### src/rtl/muldiv_if.sv
// Handshake and HI/LO access bundle between the control unit (master) and the
// iterative multiply/divide unit (slave).
interface muldiv_if #(
   parameter int WIDTH = 32
);
   logic             start;
   logic [1:0]       op;
   logic [WIDTH-1:0] a;
   logic [WIDTH-1:0] b;
   logic             flush;
   logic             hi_we;
   logic             lo_we;
   logic [WIDTH-1:0] wd;
   logic             busy;
   logic             done;
   logic             div_by_zero;
   logic [WIDTH-1:0] hi;
   logic [WIDTH-1:0] lo;

   modport master (
      output start, op, a, b, flush, hi_we, lo_we, wd,
      input  busy, done, div_by_zero, hi, lo
   );

   modport slave (
      input  start, op, a, b, flush, hi_we, lo_we, wd,
      output busy, done, div_by_zero, hi, lo
   );
endinterface

### src/rtl/muldiv_unit.sv
// Iterative one-bit-per-cycle MULT/MULTU/DIV/DIVU engine owning the HI/LO pair.
// Operands are reduced to magnitudes on accept; signs are reapplied in FIX.
module muldiv_unit #(
   parameter int WIDTH     = 32,
   parameter bit SIGNED_EN = 1'b1
) (
   input  logic     clk,
   input  logic     rst_n,
   muldiv_if.slave  bus
);
   localparam int CNT_W = $clog2(WIDTH);

   typedef enum logic [1:0] {IDLE, RUN, FIX} state_t;

   state_t             state;
   logic [CNT_W-1:0]   cnt;
   logic               busy_q;
   logic               done_q;
   logic               dz_out_q;
   logic [WIDTH-1:0]   hi_q;
   logic [WIDTH-1:0]   lo_q;

   logic [2*WIDTH-1:0] acc;
   logic [2*WIDTH-1:0] acc_nx;
   logic [2*WIDTH-1:0] prod_fix;
   logic [WIDTH-1:0]   b_mag;
   logic [WIDTH-1:0]   a_raw_q;
   logic               is_div_q;
   logic               neg_q;
   logic               sa_q;
   logic               dz_q;

   logic               accept;
   logic               is_signed;
   logic               sa;
   logic               sb;
   logic [WIDTH:0]     sum;
   logic [WIDTH:0]     shl;
   logic [WIDTH:0]     diff;
   logic [WIDTH-1:0]   res_hi;
   logic [WIDTH-1:0]   res_lo;

   function automatic logic [WIDTH-1:0] neg_w(input logic [WIDTH-1:0] x, input logic en);
      return en ? (~x + WIDTH'(1)) : x;
   endfunction

   function automatic logic [2*WIDTH-1:0] neg_2w(input logic [2*WIDTH-1:0] x, input logic en);
      return en ? (~x + (2*WIDTH)'(1)) : x;
   endfunction

   assign accept    = (state == IDLE) && bus.start && !bus.flush;
   assign is_signed = SIGNED_EN && bus.op[0];
   assign sa        = is_signed && bus.a[WIDTH-1];
   assign sb        = is_signed && bus.b[WIDTH-1];

   // Upper half of acc is the partial product / running remainder, lower half
   // is the shifting multiplier / dividend-becoming-quotient.
   always_comb begin
      sum  = {1'b0, acc[2*WIDTH-1:WIDTH]} + (acc[0] ? {1'b0, b_mag} : '0);
      shl  = {acc[2*WIDTH-1:WIDTH], acc[WIDTH-1]};
      diff = shl - {1'b0, b_mag};
      if (is_div_q) begin
         if (!diff[WIDTH]) acc_nx = {diff[WIDTH-1:0], acc[WIDTH-2:0], 1'b1};
         else              acc_nx = {shl[WIDTH-1:0],  acc[WIDTH-2:0], 1'b0};
      end else begin
         acc_nx = {sum, acc[WIDTH-1:1]};
      end
   end

   // Most-negative / -1 needs no special case: the magnitude quotient negates
   // back onto itself and the remainder is zero.
   always_comb begin
      prod_fix = neg_2w(acc, neg_q);
      res_hi   = prod_fix[2*WIDTH-1:WIDTH];
      res_lo   = prod_fix[WIDTH-1:0];
      if (dz_q) begin
         res_hi = a_raw_q;
         res_lo = '1;
      end else if (is_div_q) begin
         res_lo = neg_w(acc[WIDTH-1:0], neg_q);
         res_hi = neg_w(acc[2*WIDTH-1:WIDTH], sa_q);
      end
   end

   always_ff @(posedge clk) begin
      if (accept) begin
         acc      <= {{WIDTH{1'b0}}, neg_w(bus.a, sa)};
         b_mag    <= neg_w(bus.b, sb);
         a_raw_q  <= bus.a;
         is_div_q <= bus.op[1];
         neg_q    <= sa ^ sb;
         sa_q     <= sa;
         dz_q     <= bus.op[1] && (bus.b == '0);
      end else if (state == RUN) begin
         acc <= acc_nx;
      end
   end

   always_ff @(posedge clk or negedge rst_n) begin
      if (!rst_n) begin
         state    <= IDLE;
         cnt      <= '0;
         busy_q   <= 1'b0;
         done_q   <= 1'b0;
         dz_out_q <= 1'b0;
         hi_q     <= '0;
         lo_q     <= '0;
      end else begin
         done_q   <= 1'b0;
         dz_out_q <= 1'b0;
         case (state)
            IDLE: begin
               if (!bus.flush) begin
                  if (bus.start) begin
                     state  <= RUN;
                     busy_q <= 1'b1;
                     cnt    <= CNT_W'(WIDTH - 1);
                  end else begin
                     if (bus.hi_we) hi_q <= bus.wd;
                     if (bus.lo_we) lo_q <= bus.wd;
                  end
               end
            end
            RUN: begin
               if (bus.flush) begin
                  state  <= IDLE;
                  busy_q <= 1'b0;
               end else if (cnt == '0) begin
                  state <= FIX;
               end else begin
                  cnt <= cnt - CNT_W'(1);
               end
            end
            FIX: begin
               state  <= IDLE;
               busy_q <= 1'b0;
               if (!bus.flush) begin
                  hi_q     <= res_hi;
                  lo_q     <= res_lo;
                  done_q   <= 1'b1;
                  dz_out_q <= dz_q;
               end
            end
            default: begin
               state  <= IDLE;
               busy_q <= 1'b0;
            end
         endcase
      end
   end

   assign bus.busy        = busy_q;
   assign bus.done        = done_q;
   assign bus.div_by_zero = dz_out_q;
   assign bus.hi          = hi_q;
   assign bus.lo          = lo_q;
endmodule
### src/flat_wrapper.sv
// flat-port wrapper written by rule: the top's interface ports become plain ports
module muldiv_unit_flat 
#(
   parameter int WIDTH     = 32,
   parameter bit SIGNED_EN = 1'b1
)
  (clk, rst_n, bus_start, bus_op, bus_a, bus_b, bus_flush, bus_hi_we, bus_lo_we, bus_wd, bus_busy, bus_done, bus_div_by_zero, bus_hi, bus_lo);
  muldiv_if #(.WIDTH(WIDTH)) bus_i ();
  input  logic clk;
  input  logic rst_n;
  input wire logic [$bits(bus_i.start)-1:0] bus_start;
  input wire logic [$bits(bus_i.op)-1:0] bus_op;
  input wire logic [$bits(bus_i.a)-1:0] bus_a;
  input wire logic [$bits(bus_i.b)-1:0] bus_b;
  input wire logic [$bits(bus_i.flush)-1:0] bus_flush;
  input wire logic [$bits(bus_i.hi_we)-1:0] bus_hi_we;
  input wire logic [$bits(bus_i.lo_we)-1:0] bus_lo_we;
  input wire logic [$bits(bus_i.wd)-1:0] bus_wd;
  output wire logic [$bits(bus_i.busy)-1:0] bus_busy;
  output wire logic [$bits(bus_i.done)-1:0] bus_done;
  output wire logic [$bits(bus_i.div_by_zero)-1:0] bus_div_by_zero;
  output wire logic [$bits(bus_i.hi)-1:0] bus_hi;
  output wire logic [$bits(bus_i.lo)-1:0] bus_lo;
  assign bus_i.start = bus_start;
  assign bus_i.op = bus_op;
  assign bus_i.a = bus_a;
  assign bus_i.b = bus_b;
  assign bus_i.flush = bus_flush;
  assign bus_i.hi_we = bus_hi_we;
  assign bus_i.lo_we = bus_lo_we;
  assign bus_i.wd = bus_wd;
  assign bus_busy = bus_i.busy;
  assign bus_done = bus_i.done;
  assign bus_div_by_zero = bus_i.div_by_zero;
  assign bus_hi = bus_i.hi;
  assign bus_lo = bus_i.lo;
  muldiv_unit #(.WIDTH(WIDTH), .SIGNED_EN(SIGNED_EN)) u_core (.clk(clk), .rst_n(rst_n), .bus(bus_i));
endmodule
### config.mk
export PLATFORM = sky130hd
export DESIGN_NAME = muldiv_unit_flat
export DESIGN_NICKNAME = d
export VERILOG_FILES = /design/src/rtl/muldiv_if.sv /design/src/rtl/muldiv_unit.sv /design/src/flat_wrapper.sv
export SDC_FILE = /design/constraint.sdc
export NUM_CORES = 1
export LEC_CHECK = 0
export ABC_AREA = 0
export BUFFER_PORTS_ARGS = -buffer_cell sky130_fd_sc_hd__buf_2
export CAP_MARGIN = 5
export CORE_ASPECT_RATIO = 0.8
export CORE_MARGIN = 5
export CORE_UTILIZATION = 55
export DETAILED_ROUTE_END_ITERATION = 10
export PLACE_DENSITY = 0.73
export SLEW_MARGIN = 10
export SYNTH_ARGS = -nofsm -noshare
export SYNTH_HDL_FRONTEND = slang
export SYNTH_SLANG_ARGS = --single-unit
### constraint.sdc
create_clock -name clk -period 10.4 [get_ports clk]
set_clock_uncertainty 0.15 [all_clocks]
set_input_delay 2.08 -clock clk [delete_from_list [all_inputs] [get_ports clk]]
set_output_delay 2.08 -clock clk [all_outputs]
set_load 0.005 [all_outputs]
==> results of run 1 <==
[power by group]
| group | switching [mW] | internal (mW) | leakage [nW] |
|---|---|---|---|
| registers | 0.253 | 1.03 | 2.10 |
| clock network | 0.353 | 0.534 | 0.404 |
| logic | 1.09 | 0.774 | 4.65 |
[worst register-to-register path: stages, from the launching register on]
cell	delay (ns)
edfxtp_1	0.49
inv_1	0.11
ha_1	0.23
fa_1	0.42
nand2b_1	0.19
a21oi_1	0.28
o2111ai_1	0.23
a21oi_1	0.49
a21oi_1	0.29
o21ai_0	0.51
xor2_4	0.16
buf_4	0.49
mux2_2	0.44
a21oi_1	0.15
a21oi_1	0.08
[worst max-delay path by stage]
| stage | from | endpoint | slack [ns] | cells after the start |
|---|---|---|---|---|
| 2_1_floorplan | bus_flush | u_core.acc[1] | 5.02 | 5 |
| 3_3_place_gp | bus_a[8] | u_core.acc[30] | 5.32 | 10 |
| 3_5_place_dp | bus_a[8] | u_core.acc[29] | 5.23 | 10 |
| 4_1_cts | u_core.acc[31] | u_core.acc[59] | 5.68 | 14 |
| 5_1_grt | u_core.acc[31] | u_core.acc[59] | 5.31 | 14 |
| 6_report | u_core.acc[31] | u_core.acc[48] | 5.58 | 14 |
[routing by layer]
layer / vias up / track usage / part of all wire
met1: 6688 / 0.4621 / 0.46
met2: 679 / 0.4245 / 0.40
li1: 6594 / - / -
met4: 4 / 0.07764 / 0.026
met5: - / 0 / 0.00058
met3: 87 / 0.08153 / 0.11
[registers in the layout, indices dropped and copies added (netlist names)]
name and flops:
u_core.bus.done 1, u_core.bus.busy 1, u_core.dz_q 1, u_core.b_mag 32, u_core.bus.div_by_zero 1, u_core.neg_q 1
u_core.acc 64, u_core.is_div_q 1, u_core.state 2, u_core.bus.hi 32, u_core.cnt 5, u_core.sa_q 1
u_core.bus.lo 32, u_core.a_raw_q 32
[cell families (layout without fill, tap and decap cells)]
logic type      Yosys count  after routing  share of synthesized area
compound gates          554            554                     0.2235
other cells               0              1                          0
buf+inv                 151            294                    0.04205
fa+ha+maj                72             72                    0.06131
flops                   206            206                     0.3679
xor+xnor                176            176                     0.1032
mux                      57             57                    0.03861
simple gates            519            519                     0.1635
[metrics by stage]
stage / utilization / instance area, sq um / power, mW / hold slack [ns]
after floorplan: - / 14940 / 2.539 / 0.3036
after global placement: 0.5929 / 16020 / 3.068 / 0.3077
after detailed placement: 0.5929 / 16020 / 3.098 / 0.3154
after CTS: 0.6231 / 16840 / 3.988 / 0.3284
after global routing: 0.6231 / 16840 / 4.269 / 0.3460
final: 0.6232 / 16840 / 4.028 / 0.3250
[layout make-up]
cell class,count,area (sq um)
multi-input combinational,1378,8856
clock buffer,32,681.9
clock inverter,12,135.1
tap,364,455.4
fill,2437,10180
sequential,206,5495
inverter,64,242.7
timing repair buffer,186,973.4
antenna,1,2.502
[layout by cell type (no fill, tap or decap), drive strengths merged, types with 23 or more instances in the layout]
cell / n
o21ai: 190
buf: 186
nand2: 174
a21oi: 158
nor2: 146
xnor2: 111
edfxtp: 100
dfrtp: 74
ha: 70
xor2: 65
inv: 63
mux2i: 52
o22ai: 35
nor3: 34
a21o: 34
dfxtp: 32
clkbuf: 32
o31ai: 23
==> results.py, run 1 <==
metrics = {
    "clocking": {
        "clk_pin_slew_ns": 0.06,
        "post_cts_resized": 0,
        "cts_sinks": 206,
        "cts_hold_buffers": 0,
        "cts-buffers-inserted": 25,
        "clockBufferDepth": 3,
        "cts_tree": "built",
        "htreeDepth": 1,
        "insertion_delay_ns": 0.53,
        "cts_setup_buffers": 0,
        "clockRootBuffer": "clkbuf_16",
    },
    "die": {
        "die_h_microns": 157.4,
        "boundaryPins": 171,
        "initial_utilization": 0.5527,
        "die-area_sq_um": 30580,
        "core_sq_um": 27030,
        "rows": 54,
        "die_w_microns": 194.3,
    },
    "global_routing": {
        "grt_usage": 0.3028,
        "grt_max_degree": 109,
        "grt_overflow": 0,
        "grt_pass1_wl_microns": 74240,
        "antenna_found_initial": 2,
        "grt_pass1_vias": 13040,
    },
    "worst_hold_path": {
        "min_path_cells": 2,
        "min_to": "u_core.bus.lo[1]",
        "min_from": "u_core.bus.lo[1]",
        "min-delay-path-class": "reg2reg",
    },
    "routing": {
        "drt_iter0_drc": 1706,
        "vias": 14050,
        "ant_nets": 0,
        "drc": 0,
        "dr.pass1.iters": 5,
        "avgViaCountPerCell": 6.265,
        "wire_per_inst_microns": 21.51,
        "wirelength_microns": 48240,
    },
    "sta": {
        "min_period_ns": 4.824,
        "maxSlewViolCount": 0,
        "relSlewSlack": 0.1882,
        "rsz0062_at_grt": "false",
        "fin_crit_sh": 0.4638,
        "tightest_slew_ns": 1.213,
        "hold_viol": 0,
        "tns_ns": 0,
        "setup_viol": 0,
        "fin_ws_ns": 5.576,
        "achievable-frequency_ghz": 0.2073,
    },
    "logic_synthesis": {
        "synth_area_per_cell_sq_um": 8.610,
        "syn_area_sq_um": 14940,
        "synth.most_common_cell": "o21ai_0",
        "synth_top_cell_area_share": 0.2010,
        "synth_fp_nets": 1911,
        "ys_types": 75,
        "synthTopCellsByCount": "o21ai_0 (182), nand2_1 (174), a21oi_1 (157)",
        "syn_inst": 1735,
        "seq_area_frac_synth": 0.3679,
        "synth_enable_flop_cells": 100,
        "yosys-top-cells-area": "edfxtp_1 (20%), dfrtp_1 (12%), xnor2_1 (6.5%)",
        "ys.warnings.count": 0,
        "synth_ff_type": "edfxtp_1",
        "yosysTopAreaCell": "edfxtp_1",
        "synthArstFlopShare": 0.3592,
        "ys_ff_latch": 206,
    },
    "setup_path": {
        "crit_path_max_incr_delay_ns": 0.50,
        "required_ns": 10.65,
        "worst_setup_path_end_kind": "flop",
        "critical_path_class": "reg2reg",
        "r2r_slack_ns": 5.58,
        "r2r-end": "u_core.acc[48]",
        "crit_path_frequent_cell": "a21oi_1",
        "worstPathCellList": "inv_1, ha_1, fa_1, nand2b_1, a21oi_1, o2111ai_1, a21oi_1, a21oi_1, o21ai_0, xor2_4, buf_4, mux2_2, a21oi_1, a21oi_1",
        "r2r_start": "u_core.acc[31]",
        "cpLargestDelayFamily": "compound AO/OA/AOI/OAI gates",
        "crit_slowest_cell": "o21ai_0",
        "critical_path_buf_inv_count": 2,
        "critPathMaxFanout": 40,
        "r2r_cells": 14,
        "crit_path_start_kind": "flop",
        "arrival_ns": 5.07,
    },
    "finish": {
        "drive_gt1_frac": 0.1363,
        "syn_to_final_growth_pct": 12.75,
        "num-nets-final": 2037,
        "stdcell_count": 2243,
    },
    "run_status": {
        "status": "completed",
    },
    "place": {
        "placed_cells": 2198,
        "routabilityCongestion": 0.9556,
        "numPortBuffers": 170,
        "pre_cts_slack_ns": 5.229,
        "dp_hpwl_microns": 36550,
    },
    "pwr": {
        "power.density_nw_per_um2": 239.2,
        "p_leak_nw": 7.152,
        "max-vdd-ir-drop_mv": 0.1583,
    },
    "flow_run": {
        "drv_cap": 0,
    },
}
Power figures use the tool's default switching activity.
==> inputs of run 2 (changes only) <==
clock period = 4.5 ns   (was 10.4 ns; I/O delays follow)
==> results.py, run 2 (synthesized netlist as in run 1, its figures left out) <==
metrics = {
    "place": {
        "dp_hpwl_microns": 37640,
        "placed_cells": 2225,
        "numPortBuffers": 170,
        "pre_cts_slack_ns": 0.4488,
        "placed_area_sq_um": 16240,
        "routabilityCongestion": 1.016,
    },
    "routing": {
        "ant_nets": 0,
        "drt_iter0_drc": 1973,
        "drc": 0,
        "avgViaCountPerCell": 6.301,
        "dr.pass1.iters": 6,
        "wire_per_inst_microns": 21.83,
        "wirelength_microns": 49490,
        "vias": 14280,
    },
    "sta": {
        "achievable-frequency_ghz": 0.2402,
        "tightest_slew_ns": 0.9625,
        "fin_ws_ns": 0.3374,
        "relSlewSlack": 0.3583,
        "fin_crit_sh": 0.9250,
        "setup_viol": 0,
        "tns_ns": 0,
        "min_period_ns": 4.163,
        "rsz0062_at_grt": "false",
        "maxSlewViolCount": 0,
        "hold_viol": 0,
    },
    "worst_hold_path": {
        "min_from": "u_core.bus.lo[4]",
        "min-delay-path-class": "reg2reg",
    },
    "die": {
        "boundaryPins": 171,
        "rows": 54,
        "die_h_microns": 157.4,
        "die-area_sq_um": 30580,
        "core_sq_um": 27030,
        "die_w_microns": 194.3,
        "initial_utilization": 0.5527,
    },
    "setup_path": {
        "critPathMaxFanout": 15,
        "r2r_start": "u_core.acc[31]",
        "arrival_ns": 4.29,
        "worst_setup_path_end_kind": "flop",
        "crit_slowest_cell": "edfxtp_1",
        "critical_path_class": "reg2reg",
        "critPathLaunch": "u_core.acc[31]",
        "crit_path_frequent_cell": "a21oi_1",
        "crit_path_max_incr_delay_ns": 0.43,
        "required_ns": 4.63,
        "crit_path_start_kind": "flop",
        "worstPathCellList": "inv_1, ha_1, fa_1, nand2b_1, a21oi_1, o2111ai_1, a21oi_1, a21oi_1, o21ai_0, buf_4, xor2_4, buf_4, mux2i_1, o21ai_0",
    },
    "finish": {
        "top_register": "u_core.acc",
        "final_area_sq_um": 16950,
        "stdcell_count": 2267,
        "layout_commonest_cell": "o21ai_0",
        "largest_register_ffs": 64,
        "fillCellCount": 2350,
        "multi_input_area_sq_um": 8856,
        "num-nets-final": 2062,
        "syn_to_final_growth_pct": 13.47,
        "drive_gt1_frac": 0.1451,
        "final_cell_mix": "o21ai_0 (181), nand2_1 (174), buf_2 (169)",
        "regArea_sq_um": 5495,
    },
    "global_routing": {
        "met1_usage": 0.4701,
        "top_usage_layer": "met1",
        "antenna_found_initial": 2,
        "grt_usage": 0.3093,
        "met3_usage": 0.08817,
        "grt_max_degree": 139,
        "grt_overflow": 0,
        "grt_pass1_vias": 13050,
        "grt_pass1_wl_microns": 75550,
        "use_met2": 0.4377,
    },
    "clocking": {
        "insertion_delay_ns": 0.52,
        "cts_sinks": 206,
        "clockRootBuffer": "clkbuf_16",
        "post_cts_resized": 0,
        "clk_pin_slew_ns": 0.06,
        "cts_hold_buffers": 0,
        "htreeDepth": 1,
        "cts-buffers-inserted": 23,
        "clockBufferDepth": 3,
        "cts_setup_buffers": 0,
        "cts_tree": "built",
    },
    "run_status": {
        "status": "completed",
    },
    "pwr": {
        "power.density_nw_per_um2": 547.1,
        "max-vdd-ir-drop_mv": 0.3925,
        "p_leak_nw": 7.236,
    },
    "flow_run": {
        "drv_cap": 0,
    },
}
==> run 2: changes by cell type in the layout (fill, tap and decap cells not counted) <==
cell        change
bufinv_16       -3
buf_4          +26
clkbuf_1        +4
clkbuf_16       -1
inv_4           +1
clkinv_2        -4
clkbuf_8        +1
clkinvlp_4      -1
buf_12          +1
==> run 2: report_power, final <==
group | internal [mW] | total [mW] | switching, mW
clock | 1.04 | 1.83 | 0.784
sequential | 2.38 | 2.90 | 0.518
combinational | 1.90 | 4.55 | 2.65
==> run 2: worst max-delay path: cells and delay by family (launching register included) <==
| kind | cells | cell delay, ns |
|---|---|---|
| AOI/OAI and AO/OA | 6 | 1.50 |
| and+or+nand+nor | 1 | 0.18 |
| xor gates and xnor gates | 1 | 0.43 |
| muxes | 1 | 0.08 |
| adders and majority gates | 2 | 0.62 |
| DFF | 1 | 0.43 |
| buffers and inverters | 3 | 0.52 |
==> run 2: worst paths after layout <==
check | to | slack [ns] | cells past startpoint
max | u_core.acc[0] | 0.34 | 14
min reg2reg | u_core.bus.lo[4] | 0.32 | 2
max reg2reg | u_core.acc[0] | 0.34 | 14
min | u_core.bus.lo[4] | 0.32 | 2
max in group asynchronous | u_core.bus.hi[27] | 3.19 | 1
min in group asynchronous | u_core.bus.lo[8] | 0.40 | 1
==> run 2: per-stage QoR <==
| step | hold slack, ns | util | power (mW) |
|---|---|---|---|
| floorplan | 0.3036 | - | 5.869 |
| global placement | 0.3072 | 0.6008 | 7.236 |
| detailed placement | 0.3146 | 0.6008 | 7.310 |
| CTS | 0.3280 | 0.6271 | 9.144 |
| global route | 0.3428 | 0.6271 | 9.785 |
| finish | 0.3197 | 0.6272 | 9.274 |
==> run 2: final cells by class <==
cell class,count,share of cell area
repair buffers,213,0.07013
clock buffers,36,0.04045
inverters,64,0.01432
clock inverters,5,0.001403
diodes,1,0.0001476
multi-input cells,1378,0.5225
flip-flops and latches,206,0.3242
well taps,364,0.02687
==> run 2: per-layer routing <==
layer  vias to the layer above  part of all wire
li1                       6642                 -
met3                        82              0.12
met4                         4             0.023
met5                         -           0.00042
met2                       792              0.40
met1                      6764              0.45
==> inputs of run 3 (changes only) <==
CELL_PAD_IN_SITES_DETAIL_PLACEMENT = 0   (was unset)
CELL_PAD_IN_SITES_GLOBAL_PLACEMENT = 1   (was unset)
CORE_UTILIZATION = 45   (was 55)
GPL_ROUTABILITY_DRIVEN = 1   (was unset)
PLACE_DENSITY = 0.78   (was 0.73)
RECOVER_POWER = 25   (was unset)
==> results.py, run 3 (synthesized netlist as in run 1, its figures left out) <==
metrics = {
    "run_status": {
        "status": "finished with violations",
        "violations": "max-capacitance violations, max-slew violations",
    },
    "pwr": {
        "p_clk_frac": 0.211,
        "p_leak_nw": 7.197,
        "max-vdd-ir-drop_mv": 0.2971,
        "switchingPower_mw": 4.006,
        "seq_power_share": 0.306,
        "swShare": 0.4227,
        "power.density_nw_per_um2": 554.2,
        "internal-power_mw": 5.471,
        "power_frac_comb": 0.483,
        "total_power_mw": 9.477,
    },
    "worst_hold_path": {
        "min-delay-path-class": "reg2reg",
        "min_to": "u_core.bus.lo[8]",
        "min_from": "u_core.bus.lo[8]",
        "min_path_cells": 2,
    },
    "sta": {
        "fin_ws_ns": 0.3373,
        "achievable-frequency_ghz": 0.2402,
        "hold_viol": 0,
        "fin_crit_sh": 0.9250,
        "tns_ns": 0,
        "tightest_slew_ns": 2.011,
        "min_period_ns": 4.163,
        "hold-worst-slack_ns": 0.3258,
        "setup_viol": 0,
        "maxSlewViolCount": 75,
        "rsz0062_at_grt": "false",
        "relSlewSlack": -0.3406,
    },
    "place": {
        "routabilityCongestion": 0.9921,
        "placed_cells": 2289,
        "numPortBuffers": 170,
        "pre_cts_slack_ns": 0.5058,
        "placed_area_sq_um": 16350,
        "dp_hpwl_microns": 40370,
    },
    "finish": {
        "stdcell_count": 2335,
        "final_util": 0.5241,
        "syn_to_final_growth_pct": 14.47,
        "drive_gt1_frac": 0.1306,
        "layout_commonest_cell": "o21ai_0",
        "top_register": "u_core.acc",
        "final_cell_mix": "o21ai_0 (181), nand2_1 (174), a21oi_1 (157)",
        "final_area_sq_um": 17100,
        "largest_register_ffs": 64,
        "fillCellCount": 3165,
        "num-nets-final": 2065,
    },
    "setup_path": {
        "r2r_slack_ns": 0.34,
        "r2r_start": "u_core.acc[16]",
        "crit_slowest_cell": "a2111oi_0",
        "critical_path_class": "reg2reg",
        "arrival_ns": 4.38,
        "r2r_cells": 9,
        "required_ns": 4.71,
        "worstPathCellList": "or4_4, or3_1, or3_2, o21ai_1, nand2_1, xnor2_1, nor2_1, a2111oi_0, nor3_1",
        "r2r-end": "u_core.bus.hi[4]",
        "crit_path_max_incr_delay_ns": 0.69,
        "worst_setup_path_end_kind": "flop",
        "critPathMaxFanout": 8,
        "crit_path_start_kind": "flop",
    },
    "die": {
        "initial_utilization": 0.4578,
        "die_w_microns": 213.7,
        "rows": 59,
        "die_h_microns": 173.0,
        "core_sq_um": 32630,
        "die-area_sq_um": 36960,
        "boundaryPins": 171,
    },
    "global_routing": {
        "grt_pass1_wl_microns": 79870,
        "grt_overflow": 0,
        "grt_pass1_vias": 13080,
        "grt_max_degree": 115,
        "grt_usage": 0.2725,
        "antenna_found_initial": 1,
    },
    "clocking": {
        "post_cts_resized": 0,
        "htreeDepth": 1,
        "cts_setup_buffers": 0,
        "clk_pin_slew_ns": 0.06,
        "cts_hold_buffers": 0,
        "insertion_delay_ns": 0.54,
        "clockRootBuffer": "clkbuf_16",
        "cts_sinks": 206,
        "cts_tree": "built",
        "clockBufferDepth": 3,
        "cts-buffers-inserted": 25,
    },
    "routing": {
        "vias": 14020,
        "avgViaCountPerCell": 6.002,
        "dr.pass1.iters": 5,
        "ant_nets": 0,
        "wire_per_inst_microns": 22.31,
        "drt_iter0_drc": 1509,
        "drc": 0,
        "wirelength_microns": 52090,
    },
    "flow_run": {
        "drv_cap": 1,
    },
}
run 3: cell types whose count changed in the layout (fill, tap and decap cells not counted), moves of 2 or more:
cell | before | now
buf_2 | 169 | 135
clkbuf_1 | 8 | 40
buf_4 | 43 | 41
buf_12 | 1 | 3
clkinv_2 | 2 | 5
clkbuf_16 | 24 | 26
run 3: worst max path at each step:
| stage | startpoint | to | slack [ns] |
|---|---|---|---|
| 2_1_floorplan | bus_flush | u_core.acc[1] | 0.30 |
| 3_3_place_gp | u_core.acc[31] | u_core.acc[59] | 0.45 |
| 3_5_place_dp | u_core.acc[31] | u_core.acc[38] | 0.51 |
| 4_1_cts | u_core.acc[31] | u_core.acc[38] | 0.47 |
| 5_1_grt | u_core.acc[31] | u_core.acc[59] | 0.18 |
| 6_report | u_core.acc[16] | u_core.bus.hi[4] | 0.34 |
run 3: layer usage:
metal | global-route usage | routed length (microns) | up-vias
li1 | - | - | 6631
met2 | 0.3785 | 20790 | 717
met1 | 0.4300 | 24270 | 6603
met5 | 0 | 89 | -
met3 | 0.07156 | 5992 | 62
met4 | 0.04291 | 946 | 2
run 3: worst max-delay path: cells and delay by family, from the launching register on:
kind             cells  cell delay [ns]
AND/OR/NAND/NOR      6             2.07
AO/OA/AOI/OAI        2             1.11
flip-flops           1             0.46
XOR/XNOR             1             0.19
run 3: power groups by stage:
| stage | Clock (mW) | Combinational [mW] | Sequential, mW |
|---|---|---|---|
| after detailed placement | 0 | 4.50 | 2.92 |
| after floorplan | 0 | 3.13 | 2.74 |
| after CTS | 2.04 | 4.53 | 2.88 |
| final | 2.00 | 4.58 | 2.90 |
| after global routing | 2.11 | 5.03 | 2.94 |
| after global placement | 0 | 4.48 | 2.92 |
run 3: layout make-up:
cell class / instances / area (sq um) / share of cell area
timing repair buffer: 214 / 1176 / 0.06878
inverter: 64 / 242.7 / 0.01419
tap: 427 / 534.3 / 0.03124
antenna: 1 / 2.502 / 0.0001463
multi-input combinational: 1378 / 8856 / 0.5179
clock inverter: 10 / 78.83 / 0.004610
clock buffer: 35 / 714.4 / 0.04178
sequential: 206 / 5495 / 0.3214
